==> src/rtl/led_sequencer.sv <==
// led_sequencer: drives an 8-LED bank with one of four patterns
// (BLINK, CHASE, BOUNCE, FILL). A debounced active-low push-button
// cycles the pattern. One shared tick generator paces every pattern step.
// Optional feature macro: LED_SEQUENCER_DIM_EN adds a 25% PWM dimmer
// on led_o (registered, one cycle behind the pattern register).
module led_sequencer #(
    parameter int unsigned TICK_DIV        = 32'd5000000,
    parameter int unsigned DEBOUNCE_CYCLES = 32'd250000
) (
    input  logic       clk_i,
    input  logic       rstn_i,
    input  logic       button_i,
    output logic [7:0] led_o,
    output logic [1:0] mode_o
);

    typedef enum logic [1:0] {
        BLINK  = 2'd0,
        CHASE  = 2'd1,
        BOUNCE = 2'd2,
        FILL   = 2'd3
    } mode_t;

    typedef enum logic {
        DIR_LEFT  = 1'b0,
        DIR_RIGHT = 1'b1
    } dir_t;

    localparam logic [23:0] DB_LAST   = 24'(DEBOUNCE_CYCLES - 1);
    localparam logic [31:0] TICK_LAST = 32'(TICK_DIV - 1);

    logic        sync_meta;
    logic        sync_out;
    logic        stable;
    logic [23:0] db_cnt;
    logic        press;
    logic [31:0] tick_cnt;
    logic        tick;
    mode_t       mode;
    dir_t        dir;
    logic [7:0]  pat;

    // Two-flop synchronizer for the raw button level (idle high)
    always_ff @(posedge clk_i or negedge rstn_i) begin
        if (!rstn_i) begin
            sync_meta <= 1'b1;
            sync_out  <= 1'b1;
        end else begin
            sync_meta <= button_i;
            sync_out  <= sync_meta;
        end
    end

    // Debounce: accept a new level only after it persists DEBOUNCE_CYCLES cycles
    always_ff @(posedge clk_i or negedge rstn_i) begin
        if (!rstn_i) begin
            stable <= 1'b1;
            db_cnt <= '0;
        end else if (sync_out == stable) begin
            db_cnt <= '0;
        end else if (db_cnt == DB_LAST) begin
            stable <= sync_out;
            db_cnt <= '0;
        end else begin
            db_cnt <= db_cnt + 24'd1;
        end
    end

    // A press is the accepted 1->0 transition of the debounced level
    assign press = (sync_out != stable) && (db_cnt == DB_LAST) && stable;

    // Step-tick generator; a press restarts the step period
    always_ff @(posedge clk_i or negedge rstn_i) begin
        if (!rstn_i) begin
            tick_cnt <= '0;
        end else if (press || tick) begin
            tick_cnt <= '0;
        end else begin
            tick_cnt <= tick_cnt + 32'd1;
        end
    end

    assign tick = (tick_cnt == TICK_LAST);

    // Mode FSM and pattern register; press takes priority over tick
    always_ff @(posedge clk_i or negedge rstn_i) begin
        if (!rstn_i) begin
            mode <= BLINK;
            pat  <= '0;
            dir  <= DIR_LEFT;
        end else if (press) begin
            dir <= DIR_LEFT;
            case (mode)
                BLINK:   begin mode <= CHASE;  pat <= 8'h01; end
                CHASE:   begin mode <= BOUNCE; pat <= 8'h01; end
                BOUNCE:  begin mode <= FILL;   pat <= 8'h00; end
                default: begin mode <= BLINK;  pat <= 8'h00; end
            endcase
        end else if (tick) begin
            case (mode)
                BLINK: pat <= ~pat;
                CHASE: pat <= {pat[6:0], pat[7]};
                BOUNCE: begin
                    // Reverse at the endpoints so each end is shown for one tick only
                    if (dir == DIR_LEFT) begin
                        if (pat[7]) begin
                            pat <= {1'b0, pat[7:1]};
                            dir <= DIR_RIGHT;
                        end else begin
                            pat <= {pat[6:0], 1'b0};
                        end
                    end else begin
                        if (pat[0]) begin
                            pat <= {pat[6:0], 1'b0};
                            dir <= DIR_LEFT;
                        end else begin
                            pat <= {1'b0, pat[7:1]};
                        end
                    end
                end
                default: begin
                    if (pat == 8'hFF) begin
                        pat <= '0;
                    end else begin
                        pat <= {pat[6:0], 1'b1};
                    end
                end
            endcase
        end
    end

    assign mode_o = mode;

`ifdef LED_SEQUENCER_DIM_EN
    logic [3:0] pwm_cnt;
    logic [7:0] led_q;

    // Free-running PWM; LEDs are lit for 4 of every 16 cycles
    always_ff @(posedge clk_i or negedge rstn_i) begin
        if (!rstn_i) begin
            pwm_cnt <= '0;
            led_q   <= '0;
        end else begin
            pwm_cnt <= pwm_cnt + 4'd1;
            led_q   <= pat & {8{pwm_cnt < 4'd4}};
        end
    end

    assign led_o = led_q;
`else
    assign led_o = pat;
`endif

endmodule

==> config.mk <==
export PLATFORM = sky130hd
export DESIGN_NAME = led_sequencer
export DESIGN_NICKNAME = d
export VERILOG_FILES = /design/src/rtl/led_sequencer.sv
export SDC_FILE = /design/constraint.sdc
export NUM_CORES = 1
export LEC_CHECK = 0
export CAP_MARGIN = 10
export CORE_UTILIZATION = 61
export DETAILED_ROUTE_END_ITERATION = 6
export GPL_TIMING_DRIVEN = 0
export PLACE_DENSITY = 0.89
export SETUP_SLACK_MARGIN = 0.15
export SLEW_MARGIN = 20
export SYNTH_ARGS = -nofsm -noshare
export SYNTH_HDL_FRONTEND = slang
export SYNTH_SLANG_ARGS = --single-unit
==> constraint.sdc <==
create_clock -name clk_i -period 2.3 [get_ports clk_i]
set_input_delay 0.46 -clock clk_i [delete_from_list [all_inputs] [get_ports clk_i]]
set_output_delay 0.46 -clock clk_i [all_outputs]
set_load 0.03 [all_outputs]
# == Yosys cells after proc, flatten, opt, wreduce, memory -nomap -nowiden ==
# Cells that the tools add are included.
# W data, S select, Z words.
# totals
reg_bits,70
in_bits,3
output_inout_bits,10
word_cells,46
# classes
n_addsub,2
n_eq_ne,7
muxes,18
n_bitwise,2
n_reduce_logical,9
# op_table
operator,count
$mux W24,2
$mux W8,6
$add A32 B1 Y32 const B,1
$eq A32 B23 Y1 const B,1
$mux W32,1
$add A24 B1 Y24 const B,1
$eq A24 B18 Y1 const B,1
$pmux W8 S3,1
$eq A8 B8 Y1 const B,1
$not A8 Y8,1
$mux W1,7
$pmux W2 S3,1
$reduce_and A2 Y1,2
$reduce_bool A2 Y1,2
$eq A2 B1 Y1 const B,1
$eq A2 B2 Y1 const B,1
$logic_and A1 B1 Y1,2
$logic_not A2 Y1,1
$reduce_or A2 Y1,1
$eq A1 B1 Y1,1
$logic_or A1 B1 Y1,1
$ne A1 B1 Y1,1
$not A1 Y1,1

# == Longest topological paths before layout ==
# Gate-level depths: netlist of run 1.
# depth
ltp_word,5
mapped_depth,9
mapped_depth_nobuf,7

# == Least setup slack after synthesis of run 1 ==
# No wires, ideal clock.
# synth_path
path_kind,reg-to-reg
start,register mode[0] (netlist: mode_o[0])
end,register pat[2] (netlist: led_o[2])
arrival_ns,1.774
required_ns,2.174
slack_ns,0.400
path_stages_with_launch,8
period_less_slack_ns,1.900
cell_sequence,dfrtp_1 -> ha_1 -> nand2_1 -> nor3_1 -> nor2_1 -> a2111oi_0 -> o21a_1 -> nor3_1
# synth_between
elab_chain_cells,4
# synth_rtl
element,line_no,source
from (decl),39,mode_t mode;
from (signal assigned),88,mode <= BLINK;
from (signal assigned),94,BLINK: begin mode <= CHASE; pat <= 8'h01; end
from (signal assigned),95,CHASE: begin mode <= BOUNCE; pat <= 8'h01; end
"$eq A2 B2 Y1, or another cell as far along",100,case (mode)
$pmux W8 S3 (*),100,
$mux W8 (*),99,end else if (tick) begin
$mux W8 (*),91,end else if (press) begin
to (signal assigned),101,BLINK: pat <= ~pat;
to (signal assigned),102,"CHASE: pat <= {pat[6:0], pat[7]};"
to (signal assigned),107,"pat <= {1'b0, pat[7:1]};"
to (decl),41,logic [7:0] pat;
# Mark *: on every way between the ends. The rest lies on a longest branch, timed or not. The select of a mux whose other input is x is not followed.
# A chain may end at the register's enable or synchronous reset.

# == Final worst setup path of run 1 ==
# layout_path
start,register tick_cnt[6]
end,register pat[5] (netlist: led_o[5])
# layout_between
elab_chain_cells,2
# layout_rtl
element,line_no,source
from (decl),37,logic [31:0] tick_cnt;
from (signal assigned),79,tick_cnt <= tick_cnt + 32'd1;
$eq A32 B23 Y1,83,assign tick = (tick_cnt == TICK_LAST);
$reduce_bool A2 Y1 (no line),-,
# No other way between the ends.

==> results of run 1 <==
## timing repair
item,CTS,global route
endpoints found under the setup margin,35,49
hold buffers,0,0
pin swaps,1,2
resized for setup,1,5
setup buffers,3,6
## where the power goes
group / total (mW) / internal [mW] / switching, mW
logic: 0.0483 / 0.0140 / 0.0343
clock network: 1.22 / 0.726 / 0.497
registers: 1.24 / 1.24 / 0.00502
## state kept, by name, summed over array words and instances, names as in the netlist
name	count
tick_cnt	32
db_cnt	24
led_o	8
mode_o	2
dir	1
stable	1
sync_meta	1
sync_out	1
## layout by cell type, fill, tap and decap left out, types with 2 or more instances in the layout
cell type,instances
a32oi_1,3
inv_1,9
nor4b_1,2
and2_1,2
a21boi_0,2
nand2_1,30
clkbuf_8,9
nand2b_1,4
nand4_1,15
dfrtp_1,67
clkbuf_1,3
buf_4,10
dfstp_2,3
buf_2,3
nand3_1,23
nor3_4,2
clkinv_4,2
nor2b_1,3
nor4b_2,2
mux2i_1,2
buf_6,4
a21oi_1,8
ha_1,5
nor4_1,5
nor2_1,69
and4_1,12
nor3_1,8
xnor2_1,12
mux2_2,2
and3_2,2
and3_1,9
xor2_1,41
clkdlybuf4s50_1,11
buf_8,2
bufinv_16,3
## kinds of logic after synthesis
logic type,after synthesis,share of synthesized area
mux,4,0.0114
simple gates,200,0.287
flops,70,0.472
fa+ha+maj,6,0.0202
xor+xnor,53,0.125
buf+inv,22,0.0367
compound gates,24,0.0475
## through the flow
step                      instances  power, mW  area [µm²]  hold WS, ps
after detailed placement        467       1.31        3950          349
after global placement          466       1.31        3930          348
after global routing            492       2.59        4280         55.0
after floorplan                 379       1.28        3720          164
final                           492       2.51        4280         25.8
after CTS                       486       2.53        4220         34.0
## routing by layer
metal | wire [µm] | track usage
met1 | 3450 | 0.327
met2 | 3730 | 0.403
met3 | 363 | 0.0420
met4 | 161 | 0.116
met5 | 0 | 0
## area by class of cell
class	count	area, µm²	share of cell area
clock inverters	7	121	0.0283
clock buffers	9	124	0.0289
multi-input cells	287	1840	0.430
inverters	9	33.8	0.00789
plain buffers	13	109	0.0254
well taps	75	93.8	0.0219
repair buffers	22	205	0.0479
flip-flops and latches	70	1760	0.410
## worst max-delay path by stage
| stage | start | endpoint | slack [ps] | cells past startpoint |
|---|---|---|---|---|
| final | tick_cnt[6] | led_o[5] | 200 | 8 |
| after global routing | db_cnt[0] | led_o[5] | 100 | 9 |
| after CTS | db_cnt[0] | led_o[5] | 220 | 9 |
| after detailed placement | tick_cnt[6] | tick_cnt[11] | 190 | 7 |
| after global placement | rstn_i | tick_cnt[24] | -1490 | 1 |
| after floorplan | mode_o[0] | led_o[2] | 400 | 7 |
==> reports/metrics.csv, run 1 <==
metric,value,unit
All-Layer GR Usage,0.249,
Die Ht,80.1,µm
top-count cell post-synth,nor2_1,
CTS sink count,70,
Unique masters post-synth,53,
CP top delay family,simple AND/OR/NAND/NOR gates,
first drt pass iteration count,5,
# diodes,0,
Final Wtd Congestion,0.863,
Worst Reg2Reg Path Length in Cells,8,
Final Cycle Share,0.911,
status,finished clean,
layout net count,421,
Max-Cap Viols,0,
largest area contributor in the netlist,dfrtp_1,
Site Rows,28,
Synth async-reset ratio,1.00,
number of enable flip-flop cells after synthesis,0,
Clock Path Buffers,2,
Startpoint Class,register,
WL final,7.70,mm
fin crit period,2100,ps
vias in the first global route,2714,
routed len/inst,15.7,µm
critical path data arrival time,2330,ps
clock-pin slew of the registers on the worst-case setup and hold paths,80,ps
Final Hold Fails,0,
H-tree depth,3,
CP Max Fanout,10,
die footprint,6410,µm²
"Cell Area, Synth",3720,µm²
final slew viol count,0,
WP data required,2530,ps
vias post-DR,2951,
"critical path, cell by cell","nor4b_2, nand4b_1, nor3_4, buf_4, buf_6, nor3_1, a21oi_1, nand2_1",
top post-synthesis cells by count,"69 x nor2_1, 67 x dfrtp_1, 41 x xor2_1, 30 x nand2_1, 24 x nand3_1",
final worst-path setup slack,205,ps
Via density,6.00,
"Core Util, Final",0.728,
unrepaired setup endpoints after global routing,true,
slew at the pin closest to its max-slew limit,565,ps
num ports,13,
Max Clk Rate,477,MHz
Crit path largest cell delay,460,ps
"Slowest-stage cell, CP",dfrtp_1,
pwr dens,587,nW/µm²
Layout area overhead,15.2,%
DP Wirelength,5.01,mm
critical path class,register to register,
reg-to-reg setup timing slack,200,ps
first-pass GRT wire length,12.3,mm
register area share after synthesis,0.472,
initial cell density of the core,0.632,
hold crit path type,input pin to async pin,
Synth Flop Type,dfrtp_1,
"top cells by area, synth","dfrtp_1 45%, xor2_1 9.7%, nor2_1 7.0%",
CTS tree,built,
# DRC,0,
crit end category,register,
ANT nets after route,0,
initial antenna violation count,0,
Max VDD drop,0.410,mV
root buffer cell,clkbuf_8,
reg2reg end,led_o[5],
Worst R2R Start,tick_cnt[6],
Synth Warn #,0,
Port Buffers,12,
Post-Route Skew,9.02,ps
setup violators final,0,
largest net degree at the start of global routing,42,
share of layout cells above drive strength 1,0.144,
Worst-Skew Late Latency,350,ps
"flops & latches, synth",70,
leakage power,1.99,nW
CTS buffer count,9,
Gate Count Post-Synth,379,
Bufs and invs on worst path,2,
Mean Syn Cell Area,9.81,µm²
core area,5890,µm²
Starting DRT DRC Count,179,
Synthesized Nets,388,
Setup WS pre-CTS,185,ps
area fraction of the dominant cell type after synthesis,0.451,
Max-slew headroom,0.621,
fill cell count,375,
grt ovf,0,
setup total negative slack,0,ps
Die W,80.1,µm
Note: power is estimated with default switching activity, not from simulation.
==> run 2: changes to the inputs <==
Settings changed: ABC_AREA from default to 1, CORE_UTILIZATION 61 to 62.
==> run 2 against run 1 <==
  * Sequential share of layout area shrank 4.3 points
  * Cell count grew 51%
  * Register-to-register slack gained 170 ps
  * Non-clock buffer count shrank 15
  * Sequential cell count is the same
  * Worst hold slack lost 15 ps
  * Largest cell class unchanged
  * Highest routed layer unchanged
  * Largest power group unchanged
  * Global-route usage grew 4.2 points
==> reports/metrics.csv, run 2 <==
metric,value,unit,change
# DRC,0,,unchanged
first-pass GRT wire length,16.8,mm,+37%
leakage power,2.19,nW,+9.6%
# diodes,0,,unchanged
top post-synthesis cells by count,"177 x nand2_1, 142 x nor2_1, 73 x inv_1, 67 x dfrtp_1, 38 x nand3_1",,
Synth async-reset ratio,1.00,,unchanged
hold crit path type,input pin to async pin,,
H-tree depth,3,,unchanged
vias post-DR,4107,,+39%
share of layout cells above drive strength 1,0.0665,,-0.0774
clock-pin slew of the registers on the worst-case setup and hold paths,80,ps,about the same
CTS buffer count,9,,unchanged
Port Buffers,12,,unchanged
Placed Area,4570,µm²,+16%
layout net count,666,,+58%
"Slowest-stage cell, CP",clkdlybuf4s50_1,,
core area,6760,µm²,+15%
Post-CTS Setup Inserts,0,,-3
Synth Flop Type,dfrtp_1,,
power consumption,2.37,mW,-5.6%
Clock Path Buffers,2,,unchanged
Max-slew headroom,0.531,,-0.0899
most frequent cells in the layout,"177 x nand2_1, 142 x nor2_1, 73 x inv_1, 67 x dfrtp_1, 38 x nand3_1",,
register area share after synthesis,0.405,,-0.0673
largest net degree at the start of global routing,43,,+2.4%
crit end category,output pin,,
pwr dens,495,nW/µm²,-16%
"most common cell after layout, fill and taps aside",nand2_1,,
Max-Cap Viols,0,,unchanged
Unique masters post-synth,31,,-42%
Post-Route Skew,14.9,ps,+5.91 ps
Gate Count Post-Synth,633,,+67%
fin crit period,2020,ps,-78.1 ps
Via density,5.54,,-7.7%
area fraction of the dominant cell type after synthesis,0.387,,-0.0643
Final Wtd Congestion,0.962,,+11%
Max Clk Rate,496,MHz,+3.9%
Startpoint Class,register,,
"top cells by area, synth","dfrtp_1 39%, nand2_1 15%, nor2_1 12%",,
WL final,10.0,mm,+30%
final slew viol count,0,,unchanged
root buffer cell,clkbuf_8,,
unrepaired setup endpoints after global routing,false,,
Bufs and invs on worst path,1,,-1
num ports,13,,unchanged
Layout area overhead,10.5,%,
Max VDD drop,0.325,mV,-21%
hold_buf cts,0,,unchanged
die footprint,7330,µm²,+14%
Die W,85.6,µm,+6.9%
CP top delay family,buffers and inverters,,
vias in the first global route,3811,,+40%
DP Wirelength,7.51,mm,+50%
routed len/inst,13.5,µm,-14%
All-Layer GR Usage,0.291,,+0.0419
final worst-path setup slack,283,ps,+78.1 ps
initial antenna violation count,0,,unchanged
first drt pass iteration count,5,,unchanged
ANT nets after route,0,,unchanged
CTS sink count,70,,unchanged
post-route cell area,4790,µm²,+12%
Starting DRT DRC Count,304,,+70%
slew at the pin closest to its max-slew limit,701,ps,+135 ps
Synthesized Nets,642,,+65%
Site Rows,30,,+7.1%
Die Ht,85.6,µm,+6.9%
CP Max Fanout,7,,-3
"critical path, cell by cell",clkdlybuf4s50_1,,
max reg flops,32,,unchanged
Final Cycle Share,0.877,,-0.0340
critical path class,register to output pin,,
Mean Syn Cell Area,6.85,µm²,-30%
status,finished clean,,
Worst-Skew Late Latency,360,ps,about the same
Reg with most FFs,tick_cnt,,
critical path data arrival time,1560,ps,-770 ps
"Cell Area, Synth",4340,µm²,+17%
largest area contributor in the netlist,dfrtp_1,,
WP data required,1840,ps,-690 ps
setup violators final,0,,unchanged
initial cell density of the core,0.642,,+0.0101
Final Hold Fails,0,,unchanged
"flops & latches, synth",70,,unchanged
cts repair resizes,0,,-1
CTS tree,built,,
number of enable flip-flop cells after synthesis,0,,unchanged
Setup WS pre-CTS,448,ps,+263 ps
Synth Warn #,0,,unchanged
Crit path largest cell delay,720,ps,+260 ps
"Core Util, Final",0.709,,-0.0186
grt ovf,0,,unchanged
top-count cell post-synth,nand2_1,,
run 2: area by class of cell:
type,count,area [µm²]
sequential,70,1760
fill,567,1970
tap,80,100
buffer,7,48.8
multi-input combinational,479,2240
timing repair buffer,13,138
clock inverter,4,52.6
inverter,77,289
clock buffer,12,165
run 2: per-stage QoR:
stage | hold slack, ps | setup TNS, ps | instances
floorplan | 164 | 0 | 633
global placement | 347 | -103890 | 725
detailed placement | 354 | 0 | 726
CTS | 24.1 | 0 | 742
global route | 37.8 | 0 | 742
finish | 10.5 | 0 | 742
run 2: worst paths after layout:
kind,start,to,slack (ps),cells after the start
max in group asynchronous,rstn_i,sync_meta,1670,2
min,rstn_i,tick_cnt[25],10,1
max,led_o[0],led_o[0],280,1
min in group clk_i,sync_meta,sync_out,350,0
min reg2reg,sync_meta,sync_out,350,0
max reg2reg,db_cnt[0],tick_cnt[5],370,9
run 2: logic make-up after synthesis:
| family | synth area share |
|---|---|
| adder cells (fa/ha/maj) | 0.0173 |
| AO/OA/AOI/OAI | 0.0390 |
| XOR/XNOR | 0.0545 |
| AND/OR/NAND/NOR | 0.406 |
| buffers and inverters | 0.0779 |
| flip-flops | 0.405 |
run 2: where the power goes:
| part | switching [mW] | internal, mW | total (mW) |
|---|---|---|---|
| Sequential | 0.00435 | 1.24 | 1.24 |
| Clock | 0.485 | 0.594 | 1.08 |
| Combinational | 0.0383 | 0.0134 | 0.0517 |
| Total | 0.528 | 1.84 | 2.37 |
run 2: metal layers:
layer	global-route usage	share of wire	routed length, µm	vias up
met5	0	0	0	-
met4	0.127	0.020	197	0
met3	0.0404	0.055	551	20
met2	0.475	0.46	4630	138
met1	0.390	0.46	4640	1916
li1	-	-	-	2033
==> run 3: changes to the inputs <==
Settings changed: CAP_MARGIN 10 to 5, RECOVER_POWER from default to 50.
==> run 3 against run 2 <==
  * The flow now finishes with violations (capacitance limit, slew limit)
  * Register-to-register slack hardly changed
  * Clock skew about the same
  * Sequential share of layout area is essentially flat
  * Clock-buffer cell count stayed put
  * First-iteration DRC count is the same
  * Worst hold slack better by 340 ps
  * Worst setup slack hardly changed
  * Core utilization is 0.055 points lower
  * Cell count unchanged
==> reports/metrics.csv, run 3 (synthesized netlist as in run 2, its figures left out) <==
metric,value,unit,change
WP data required,1840,ps,about the same
# diodes,0,,unchanged
Starting DRT DRC Count,304,,unchanged
critical path class,register to output pin,,
Final Hold Fails,0,,unchanged
fill cell count,568,,+0.18%
CP top delay family,buffers and inverters,,
clock share of power,0.455,,about the same
CP Max Fanout,7,,unchanged
Final Cycle Share,0.877,,about the same
status,"complete, but fails checks",,
final slew viol count,29,,+29
CTS tree,built,,
placed insts,726,,unchanged
most frequent cells in the layout,"177 x nand2_1, 142 x nor2_1, 73 x inv_1, 67 x dfrtp_1, 38 x nand3_1",,
ANT nets after route,0,,unchanged
crit end category,output pin,,
CTS sink count,70,,unchanged
Int Pwr,1.84,mW,about the same
initial antenna violation count,0,,unchanged
H-tree depth,3,,unchanged
vias post-DR,4139,,+0.78%
switching pwr,0.527,mW,-0.21%
initial cell density of the core,0.642,,unchanged
"Slowest-stage cell, CP",clkdlybuf4s50_1,,
Sequential Power Share,0.524,,about the same
# DRC,0,,unchanged
largest net degree at the start of global routing,43,,unchanged
"Core Util, Final",0.709,,about the same
WL final,10.0,mm,about the same
critical path data arrival time,1560,ps,about the same
number of cells on the critical path,1,,unchanged
hold crit path type,register to register,,
Port Buffers,12,,unchanged
root buffer cell,clkbuf_8,,
setup violators final,0,,unchanged
max reg flops,32,,unchanged
CTS buffer count,9,,unchanged
first-pass GRT wire length,16.8,mm,unchanged
num ports,13,,unchanged
Post-CTS Setup Inserts,0,,unchanged
Worst Reg2Reg Path Length in Cells,9,,unchanged
Max Clk Rate,496,MHz,about the same
Reg with most FFs,tick_cnt,,
Max VDD drop,0.325,mV,about the same
Max-Cap Viols,1,,+1
Crit path largest cell delay,720,ps,about the same
Setup WS pre-CTS,448,ps,unchanged
fin crit period,2020,ps,-0.0620 ps
pwr dens,495,nW/µm²,about the same
setup total negative slack,0,ps,unchanged
Final Wtd Congestion,0.962,,unchanged
Post-Route Skew,15.0,ps,+0.0775 ps
cts repair resizes,0,,unchanged
Die W,85.6,µm,unchanged
core area,6760,µm²,unchanged
Hold WS,351,ps,+341 ps
leakage power,2.18,nW,-0.18%
violated checks,"capacitance limit, slew limit",,
Die Ht,85.6,µm,unchanged
share of layout cells above drive strength 1,0.0634,,-0.00302
combinational power share,0.021,,about the same
All-Layer GR Usage,0.291,,unchanged
Clock Path Buffers,2,,unchanged
"most common cell after layout, fill and taps aside",nand2_1,,
Via density,5.58,,+0.78%
slew at the pin closest to its max-slew limit,1570,ps,+872 ps
routed len/inst,13.5,µm,about the same
"critical path, cell by cell",clkdlybuf4s50_1,,
vias in the first global route,3811,,unchanged
DP Wirelength,7.51,mm,unchanged
hold_buf cts,0,,unchanged
Worst-Skew Late Latency,360,ps,about the same
Bufs and invs on worst path,1,,unchanged
Site Rows,30,,unchanged
Sw Ratio,0.222,,-0.000228
Layout area overhead,10.4,%,about the same
clock-pin slew of the registers on the worst-case setup and hold paths,90,ps,about the same
final worst-path setup slack,283,ps,+0.0620 ps
post-route insts no fill,742,,unchanged
depth of the worst hold-timing path,0,,
grt ovf,0,,unchanged
unrepaired setup endpoints after global routing,false,,
Startpoint Class,register,,
Max-slew headroom,-0.0485,,-0.580
first drt pass iteration count,5,,unchanged
die footprint,7330,µm²,unchanged
layout net count,666,,unchanged
-- run 3: cell types whose count changed in the layout (fill, tap and decap cells not counted), sizes merged --
cell,previous run,this run
buf,9,8
clkbuf,12,13
clkdlybuf4s50,11,10
dlygate4sd3,0,1
-- run 3: cell type report --
class	count	area, µm²	area share
Clock buffer	12	165	0.0345
Clock inverter	4	52.6	0.0110
Inverter	77	289	0.0604
Tap cell	80	100	0.0209
Multi-Input combinational cell	479	2240	0.468
Timing Repair Buffer	13	134	0.0280
Sequential cell	70	1760	0.367
Buffer	7	48.8	0.0102
-- run 3: path summary, 6_finish.rpt --
| kind | startpoint | end | slack (ps) |
|---|---|---|---|
| min reg2reg | sync_meta | sync_out | 350 |
| min in group asynchronous | rstn_i | tick_cnt[25] | 480 |
| max | led_o[0] | led_o[0] | 280 |
| min | sync_meta | sync_out | 350 |
| max reg2reg | db_cnt[0] | tick_cnt[5] | 370 |
| max in group asynchronous | rstn_i | sync_meta | 830 |
-- run 3: metal layers --
layer | vias to the layer above | global-route usage | part of all wire
li1 | 2037 | - | -
met1 | 1931 | 0.390 | 0.46
met2 | 149 | 0.475 | 0.46
met3 | 22 | 0.0404 | 0.059
met4 | 0 | 0.127 | 0.020
met5 | - | 0 | 0
-- run 3: worst register-to-register path: cells and delay by family (launching register included) --
kind                     cells  cell delay [ps]
flip-flops                   1              380
buffers and inverters        1              230
adder cells (fa/ha/maj)      1              210
AND/OR/NAND/NOR              7             1010
-- run 3: stage by stage --
step	area [µm²]	power, mW
after floorplan	4340	1.28
after global placement	4560	1.31
after detailed placement	4570	1.32
after CTS	4790	2.38
after global routing	4790	2.44
final	4790	2.37
-- run 3: power groups by stage --
stage          Clock (mW)  Combinational (mW)  Sequential [mW]
4_1_cts              1.09              0.0538             1.24
3_5_place_dp            0              0.0536             1.27
2_1_floorplan           0              0.0167             1.26
3_3_place_gp            0              0.0475             1.27
5_1_grt              1.14              0.0592             1.24
6_report             1.08              0.0507             1.24
